--- config.mk ---
export PLATFORM = sky130hd
export DESIGN_NAME = regfile_wr_arbiter
export DESIGN_NICKNAME = d
export VERILOG_FILES = /design/src/rtl/regfile_wr_arbiter.sv
export SDC_FILE = /design/constraint.sdc
export NUM_CORES = 1
export LEC_CHECK = 0
export CORE_UTILIZATION = 42
export DETAILED_ROUTE_END_ITERATION = 8
export PLACE_DENSITY_LB_ADDON = 0.08
export SYNTH_ARGS = -nofsm -noshare
export SYNTH_HDL_FRONTEND = slang
export SYNTH_SLANG_ARGS = --single-unit
--- constraint.sdc ---
create_clock -name clk -period 2.11 [get_ports clk]
set_input_delay 0.211 -clock clk [delete_from_list [all_inputs] [get_ports clk]]
set_output_delay 0.211 -clock clk [all_outputs]
set_load 0.02 [all_outputs]
--- src/rtl/regfile_wr_arbiter.sv ---
// rtl/regfile_wr_arbiter.sv - round-robin register-file write arbiter with clear sweep
module regfile_wr_arbiter #(
    parameter int A = 4,
    parameter int W = 8
) (
    input  logic         clk,
    input  logic         Reset,
    input  logic         alu_req,
    input  logic         acc_req,
    input  logic         mem_req,
    input  logic [A-1:0] alu_addr,
    input  logic [A-1:0] acc_addr,
    input  logic [A-1:0] mem_addr,
    input  logic [W-1:0] alu_data,
    input  logic [W-1:0] acc_data,
    input  logic [W-1:0] mem_data,
    output logic         alu_gnt,
    output logic         acc_gnt,
    output logic         mem_gnt,
    input  logic         clear_start,
    output logic         clear_busy,
    output logic         clear_done,
    output logic         Write_En,
    output logic         from_ALU,
    output logic         from_Acc,
    output logic         from_Mem,
    output logic [A-1:0] address,
    output logic [W-1:0] wr_data
);

    typedef enum logic {IDLE, CLEAR} state_t;

    localparam logic [1:0] SRC_ALU = 2'd0;
    localparam logic [1:0] SRC_ACC = 2'd1;
    localparam logic [1:0] SRC_MEM = 2'd2;

    state_t       state;
    logic [A-1:0] clr_cnt;
    logic [1:0]   rr_ptr;
    logic         arb_en;
    logic [2:0]   gnt_vec;
    logic [A-1:0] gnt_addr;
    logic [W-1:0] gnt_data;

    // rr_ptr holds the last granted source; search starts at the one after it.
    always_comb begin
        arb_en  = Reset && (state == IDLE) && !clear_start;
        gnt_vec = 3'b000;
        if (arb_en) begin
            case (rr_ptr)
                SRC_ALU: begin
                    if      (acc_req) gnt_vec = 3'b010;
                    else if (mem_req) gnt_vec = 3'b100;
                    else if (alu_req) gnt_vec = 3'b001;
                end
                SRC_ACC: begin
                    if      (mem_req) gnt_vec = 3'b100;
                    else if (alu_req) gnt_vec = 3'b001;
                    else if (acc_req) gnt_vec = 3'b010;
                end
                default: begin
                    if      (alu_req) gnt_vec = 3'b001;
                    else if (acc_req) gnt_vec = 3'b010;
                    else if (mem_req) gnt_vec = 3'b100;
                end
            endcase
        end
    end

    always_comb begin
        gnt_addr = alu_addr;
        gnt_data = alu_data;
        if (gnt_vec[1]) begin
            gnt_addr = acc_addr;
            gnt_data = acc_data;
        end else if (gnt_vec[2]) begin
            gnt_addr = mem_addr;
            gnt_data = mem_data;
        end
    end

    assign alu_gnt = gnt_vec[0];
    assign acc_gnt = gnt_vec[1];
    assign mem_gnt = gnt_vec[2];

    // clr_cnt is the next sweep address; it returns to 0 after the last write,
    // which marks the final CLEAR cycle.
    always_ff @(posedge clk or negedge Reset) begin
        if (!Reset) begin
            state      <= IDLE;
            clr_cnt    <= '0;
            rr_ptr     <= SRC_MEM;
            Write_En   <= 1'b0;
            from_ALU   <= 1'b0;
            from_Acc   <= 1'b0;
            from_Mem   <= 1'b0;
            clear_busy <= 1'b0;
            clear_done <= 1'b0;
            address    <= '0;
            wr_data    <= '0;
        end else begin
            Write_En   <= 1'b0;
            from_ALU   <= 1'b0;
            from_Acc   <= 1'b0;
            from_Mem   <= 1'b0;
            clear_done <= 1'b0;
            case (state)
                IDLE: begin
                    if (clear_start) begin
                        state      <= CLEAR;
                        clear_busy <= 1'b1;
                        Write_En   <= 1'b1;
                        from_ALU   <= 1'b1;
                        address    <= '0;
                        wr_data    <= '0;
                        clr_cnt    <= A'(1);
                    end else if (|gnt_vec) begin
                        Write_En <= 1'b1;
                        from_ALU <= gnt_vec[0];
                        from_Acc <= gnt_vec[1];
                        from_Mem <= gnt_vec[2];
                        address  <= gnt_addr;
                        wr_data  <= gnt_data;
                        if (gnt_vec[0])      rr_ptr <= SRC_ALU;
                        else if (gnt_vec[1]) rr_ptr <= SRC_ACC;
                        else                 rr_ptr <= SRC_MEM;
                    end
                end
                default: begin
                    if (clr_cnt == '0) begin
                        state      <= IDLE;
                        clear_busy <= 1'b0;
                        clear_done <= 1'b1;
                    end else begin
                        Write_En <= 1'b1;
                        from_ALU <= 1'b1;
                        address  <= clr_cnt;
                        wr_data  <= '0;
                        clr_cnt  <= clr_cnt + A'(1);
                    end
                end
            endcase
        end
    end

endmodule

==> results.json, run 1 <==
{
  "layout-drive-gt1-share_pct": 18.0,
  "holdCritPathClass": "input port to asynchronous set/reset pin",
  "timing.rr.end": "address[3]",
  "setup_viol_count_final": 0,
  "rsz0062_at_grt": "no",
  "critical_path.cell_chain": "nor3b_4 -> nand2_1 -> nor2_1 -> dlygate4sd2_1",
  "power_per_cell_area_nw_per_um2": 885,
  "setup_tns_ns": 0,
  "grt_pass1_vias": 1397,
  "ys_seq_elements": 25,
  "die_w_um": 61.2,
  "ys_seq_area_share_pct": 42.6,
  "grt_max_degree": 18,
  "rows": 21,
  "syn_nets": 198,
  "nNetsFinal": 267,
  "maxSlewHeadroom_pct": 68.0,
  "portBuffers": 62,
  "max_freq_ghz": 0.541,
  "grt_first_pass_wirelength_um": 6270,
  "finalCritPeriodShare_pct": 87.7,
  "regToRegSetupSlack_ns": 0.45,
  "clk_latency_ns": 0.32,
  "hold_viol_final": 0,
  "cts_htree_levels": 1,
  "start_util_pct": 44.1,
  "critPathMaxFanout": 4,
  "critPathKind": "flop to output port",
  "boundaryPins": 63,
  "syn_to_final_growth_pct": 49.2,
  "dr.pass1.iters": 4,
  "path_clk_slew_ns": 0.15,
  "cp_slowest_cell": "dfrtp_1",
  "whs_ns": 0.283,
  "antenna_cells": 0,
  "overflow": 0,
  "slew_violations": 0,
  "final_cell_mix": "clkdlybuf4s50_1, dfrtp_1, a21oi_1, nand2_1, buf_4",
  "p_leak_uw": 0.000919,
  "ys_warn_count": 0,
  "critPathLaunchType": "flop",
  "worstPathArrival_ns": 1.64,
  "antenna_found_initial": 0,
  "syn_area_per_cell_um2": 9.56,
  "max_stage_delay_ns": 0.45,
  "place_congestion": 0.773,
  "ys_types": 38,
  "syn_area_um2": 1470,
  "coreArea_um2": 3340,
  "clockBufferDepth": 2,
  "hpwlAfterDp_um": 3170,
  "cts_setup_buffers": 0,
  "crit_required_ns": 1.90,
  "cts_sinks": 25,
  "synth_cells": 154,
  "end_kind": "output port",
  "skew_ns": 0.0158,
  "vias": 1461,
  "drt-total-wl_um": 4130,
  "worst_slew_pin_slew_ns": 0.480,
  "detail-route-antenna-nets": 0,
  "route.detailed.drc": 0,
  "r2r_cells": 8,
  "nFillCells": 288,
  "peakVddDrop_uv": 629,
  "grt.total_usage_pct": 22.9,
  "post_drt_wl_per_cell_um": 15.4,
  "cts_buffers": 3,
  "drt_first_iter_violations": 75,
  "viasPerCell": 5.45,
  "root_buffer": "clkbuf_4",
  "min_period_ns": 1.85,
  "maxCapViolations": 0,
  "die_area_um2": 3750,
  "r2r_start": "clr_cnt[0]",
  "die_h_um": 61.2,
  "outcome": "completed",
  "tritoncts": "yes",
  "layout_commonest_cell": "clkdlybuf4s50_1"
}
==> how the worst max path moves through the flow <==
stage                     startpoint      end  slack [ns]  cells past startpoint
after floorplan            rr_ptr[1]  acc_gnt        0.57                      5
after global placement         Reset  mem_gnt        0.05                      5
after detailed placement       Reset  mem_gnt        0.02                      5
after CTS                  rr_ptr[0]  alu_gnt        0.08                      5
after global routing           state  mem_gnt        0.15                      4
final                          state  mem_gnt        0.26                      4
==> state kept, by name, indices dropped and copies added, names as in the netlist, 2 cells and up <==
name / cells
rr_ptr: 2
clr_cnt: 4
address: 4
wr_data: 8
==> cell usage after synthesis (all sizes together) <==
cell type | instances | share of area, %
a21oi | 20 | 7.1
a22o | 1 | 0.59
a22oi | 2 | 1.0
a2bb2oi | 1 | 1.0
a31oi | 1 | 0.43
and2 | 1 | 0.43
buf | 8 | 4.3
clkbuf | 2 | 0.51
clkinv | 1 | 0.34
dfrtp | 24 | 41
dfstp | 1 | 1.8
ha | 2 | 1.7
inv | 8 | 2.0
mux2 | 1 | 0.76
mux2i | 2 | 1.4
nand2 | 16 | 4.1
nand2b | 1 | 0.43
nand3 | 4 | 1.4
nand4bb | 1 | 1.1
nor2 | 10 | 2.5
nor2b | 2 | 0.85
nor3 | 9 | 3.1
nor3b | 1 | 1.3
o211ai | 3 | 1.9
o21a | 1 | 0.51
o21ai | 12 | 6.1
o221ai | 1 | 0.59
o22ai | 1 | 0.43
o31ai | 12 | 8.8
o32ai | 4 | 2.4
or3 | 1 | 0.43
==> area by class of cell <==
class	count	area, µm²	area share [%]
sequential	25	627	28.5
timing repair buffer	74	711	32.3
clock buffer	3	22.5	1.03
inverter	9	35.0	1.59
tap	46	57.6	2.62
clock inverter	1	5.00	0.228
multi-input combinational	110	739	33.7
==> through the flow <==
| step | util (%) | setup WS [ns] | area (µm²) | cells | power, µW |
|---|---|---|---|---|---|
| 2_1_floorplan | - | 0.568 | 1470 | 154 | 1320 |
| 4_1_cts | 65.8 | 0.0767 | 2190 | 268 | 1950 |
| 6_report | 65.8 | 0.260 | 2200 | 268 | 1940 |
| 5_1_grt | 65.8 | 0.151 | 2200 | 268 | 2070 |
| 3_3_place_gp | 65.0 | 0.0466 | 2170 | 264 | 1700 |
| 3_5_place_dp | 65.0 | 0.0250 | 2170 | 264 | 1730 |
==> cells by family (layout without fill, tap and decap cells) <==
logic type                 Yosys count  count (layout)  share of synthesized area [%]
AOI/OAI and AO/OA                   59              59                           30.8
and+or+nand+nor                     46              46                           15.5
DFF                                 25              25                           42.6
buffers and inverters               19              87                           7.22
muxes                                3               3                           2.12
adders and majority gates            2               2                           1.70
==> repair_timing <==
item / 4_1_cts / 5_1_grt
gates cloned: 0 / 0
hold buffers: 0 / 0
resized for setup: 2 / 1
endpoints found under the setup margin: 2 / 1
==> metal layers <==
metal / up-vias / part of all wire, % / routed length (µm) / track usage [%]
li1: 696 / - / - / -
met2: 46 / 51 / 2100 / 39.6
met4: 0 / 0.92 / 38 / 7.14
met5: - / 0 / 0 / 0
met3: 4 / 5.7 / 237 / 3.78
met1: 715 / 43 / 1760 / 29.4
==> worst max-delay path: cells and delay by family (launching register included) <==
family / cells / cell delay [ns]
buffers and inverters: 1 / 0.34
flip-flops: 1 / 0.45
AND/OR/NAND/NOR: 3 / 0.54
==> report_power, final <==
group          switching, µW  internal [µW]  leakage, µW  total, µW
logic                    518            474     0.000588        992
registers                109            623     0.000313        732
clock network            149           71.0    0.0000177        220
total                    777           1170     0.000919       1940
No activity file was read; power rests on OpenSTA's default activity.
==> run 2: changes to the inputs <==
- CORE_MARGIN: default -> 2
==> results.json, run 2 (same netlist as run 1, synthesis figures left out) <==
{
  "worst_slew_pin_slew_ns": 0.503,
  "pwr-share-seq_pct": 37.3,
  "outcome": "completed",
  "critPathLaunchType": "flop",
  "largest_register": "wr_data",
  "grt_max_degree": 16,
  "viasPerCell": 5.38,
  "grt.total_usage_pct": 21.4,
  "top_regs": "wr_data x8, address x4, clr_cnt x4",
  "maxSlewHeadroom_pct": 66.5,
  "root_buffer": "clkbuf_4",
  "clk_latency_ns": 0.32,
  "drt_first_iter_violations": 65,
  "crit_start": "rr_ptr[1]",
  "die_w_um": 63.2,
  "cp_num_buf_inv": 1,
  "setup_tns_ns": 0,
  "min_period_ns": 1.86,
  "clkPwrFrac_pct": 11.3,
  "switching_share_pct": 40.1,
  "coreArea_um2": 3360,
  "grt_pass1_vias": 1541,
  "p_sw_uw": 784,
  "p_int_uw": 1170,
  "finalNonFillerCells": 270,
  "hpwlAfterDp_um": 3280,
  "vias": 1452,
  "largest_reg_flops": 8,
  "cts_sinks": 25,
  "skew_ns": 0.00233,
  "max_freq_ghz": 0.539,
  "rows": 21,
  "peakVddDrop_uv": 409,
  "slew_violations": 0,
  "path_clk_slew_ns": 0.14,
  "critPathKind": "flop to output port",
  "final_cell_mix": "clkdlybuf4s50_1, dfrtp_1, a21oi_1, nand2_1, buf_4",
  "power_per_cell_area_nw_per_um2": 885,
  "cts_resized": 2,
  "antenna_found_initial": 0,
  "detail-route-antenna-nets": 0,
  "overflow": 0,
  "tritoncts": "yes",
  "crit_required_ns": 1.90,
  "cp_slowest_cell": "dfstp_2",
  "end_kind": "output port",
  "power_frac_comb_pct": 51.4,
  "die_area_um2": 4000,
  "portBuffers": 62,
  "rsz0062_at_grt": "no",
  "antenna_cells": 0,
  "p_leak_uw": 0.000925,
  "critPathMaxFanout": 10,
  "cts_buffers": 3,
  "place_congestion": 0.802,
  "finalCritPeriodShare_pct": 87.9,
  "start_util_pct": 43.8,
  "dr.pass1.iters": 4,
  "boundaryPins": 63,
  "cp_top_family": "flip-flops",
  "drt-total-wl_um": 4200,
  "regToRegSetupSlack_ns": 0.31,
  "worstPathArrival_ns": 1.64,
  "route.detailed.drc": 0,
  "hold_buffers": 0,
  "cts_setup_buffers": 0,
  "critical_path.cell_chain": "nand2b_1 -> a21oi_2 -> nor2_1 -> dlygate4sd2_1",
  "maxCapViolations": 0,
  "die_h_um": 63.2,
  "syn_to_final_growth_pct": 50.1,
  "placed_cells": 266,
  "cts_htree_levels": 1,
  "holdCritPathClass": "input port to asynchronous set/reset pin",
  "max_stage_delay_ns": 0.65,
  "post_drt_wl_per_cell_um": 15.5,
  "nNetsFinal": 269,
  "r2r_start": "clr_cnt[0]",
  "layout-drive-gt1-share_pct": 18.3,
  "nFillCells": 295,
  "layout_commonest_cell": "clkdlybuf4s50_1",
  "grt_first_pass_wirelength_um": 6870,
  "clockBufferDepth": 2,
  "hold_viol_final": 0,
  "setup_viol_count_final": 0
}
## run 2: worst min-delay path, delay by kind of cell
| kind | cells | cell delay, ns |
|---|---|---|
| buf+inv | 3 | 0.86 |
## run 2: per-stage QoR
step | power, µW | worst slack (ns) | util, % | instance area [µm²] | hold WS (ns)
floorplan | 1320 | 0.568 | - | 1470 | -0.0846
global placement | 1700 | 0.0429 | 65.0 | 2180 | 0.471
detailed placement | 1750 | 0.0365 | 65.0 | 2180 | 0.483
CTS | 1970 | 0.0227 | 65.7 | 2210 | 0.360
global route | 2090 | 0.163 | 65.7 | 2210 | 0.373
finish | 1960 | 0.255 | 65.7 | 2210 | 0.359
## run 2: final timing paths
kind / to / depth (start not counted)
max: acc_gnt / 4
min: clear_busy / 3
max reg2reg: address[0] / 8
min reg2reg: wr_data[2] / 2
max in group asynchronous: rr_ptr[1] / 3
min in group clk: wr_data[2] / 2
## run 2: cell type report
type	count	area (µm²)	area share (%)
inverter	9	35.0	1.58
sequential	25	627	28.4
clock buffer	4	26.3	1.19
timing repair buffer	76	726	32.8
multi-input combinational	110	739	33.4
tap	46	57.6	2.60
## run 2: power by group through the flow
stage	registers, µW	clock network, µW	logic [µW]
detailed placement	737	0	1010
floorplan	800	0	524
global placement	729	0	968
CTS	729	225	1010
finish	729	222	1010
global route	746	250	1100
## run 2: per-layer routing
metal,global-route usage [%],wire length [µm],up-vias
met5,0,0,-
met4,5.98,21,0
met3,3.04,205,2
met2,39.9,2300,41
met1,25.5,1670,709
li1,-,-,700
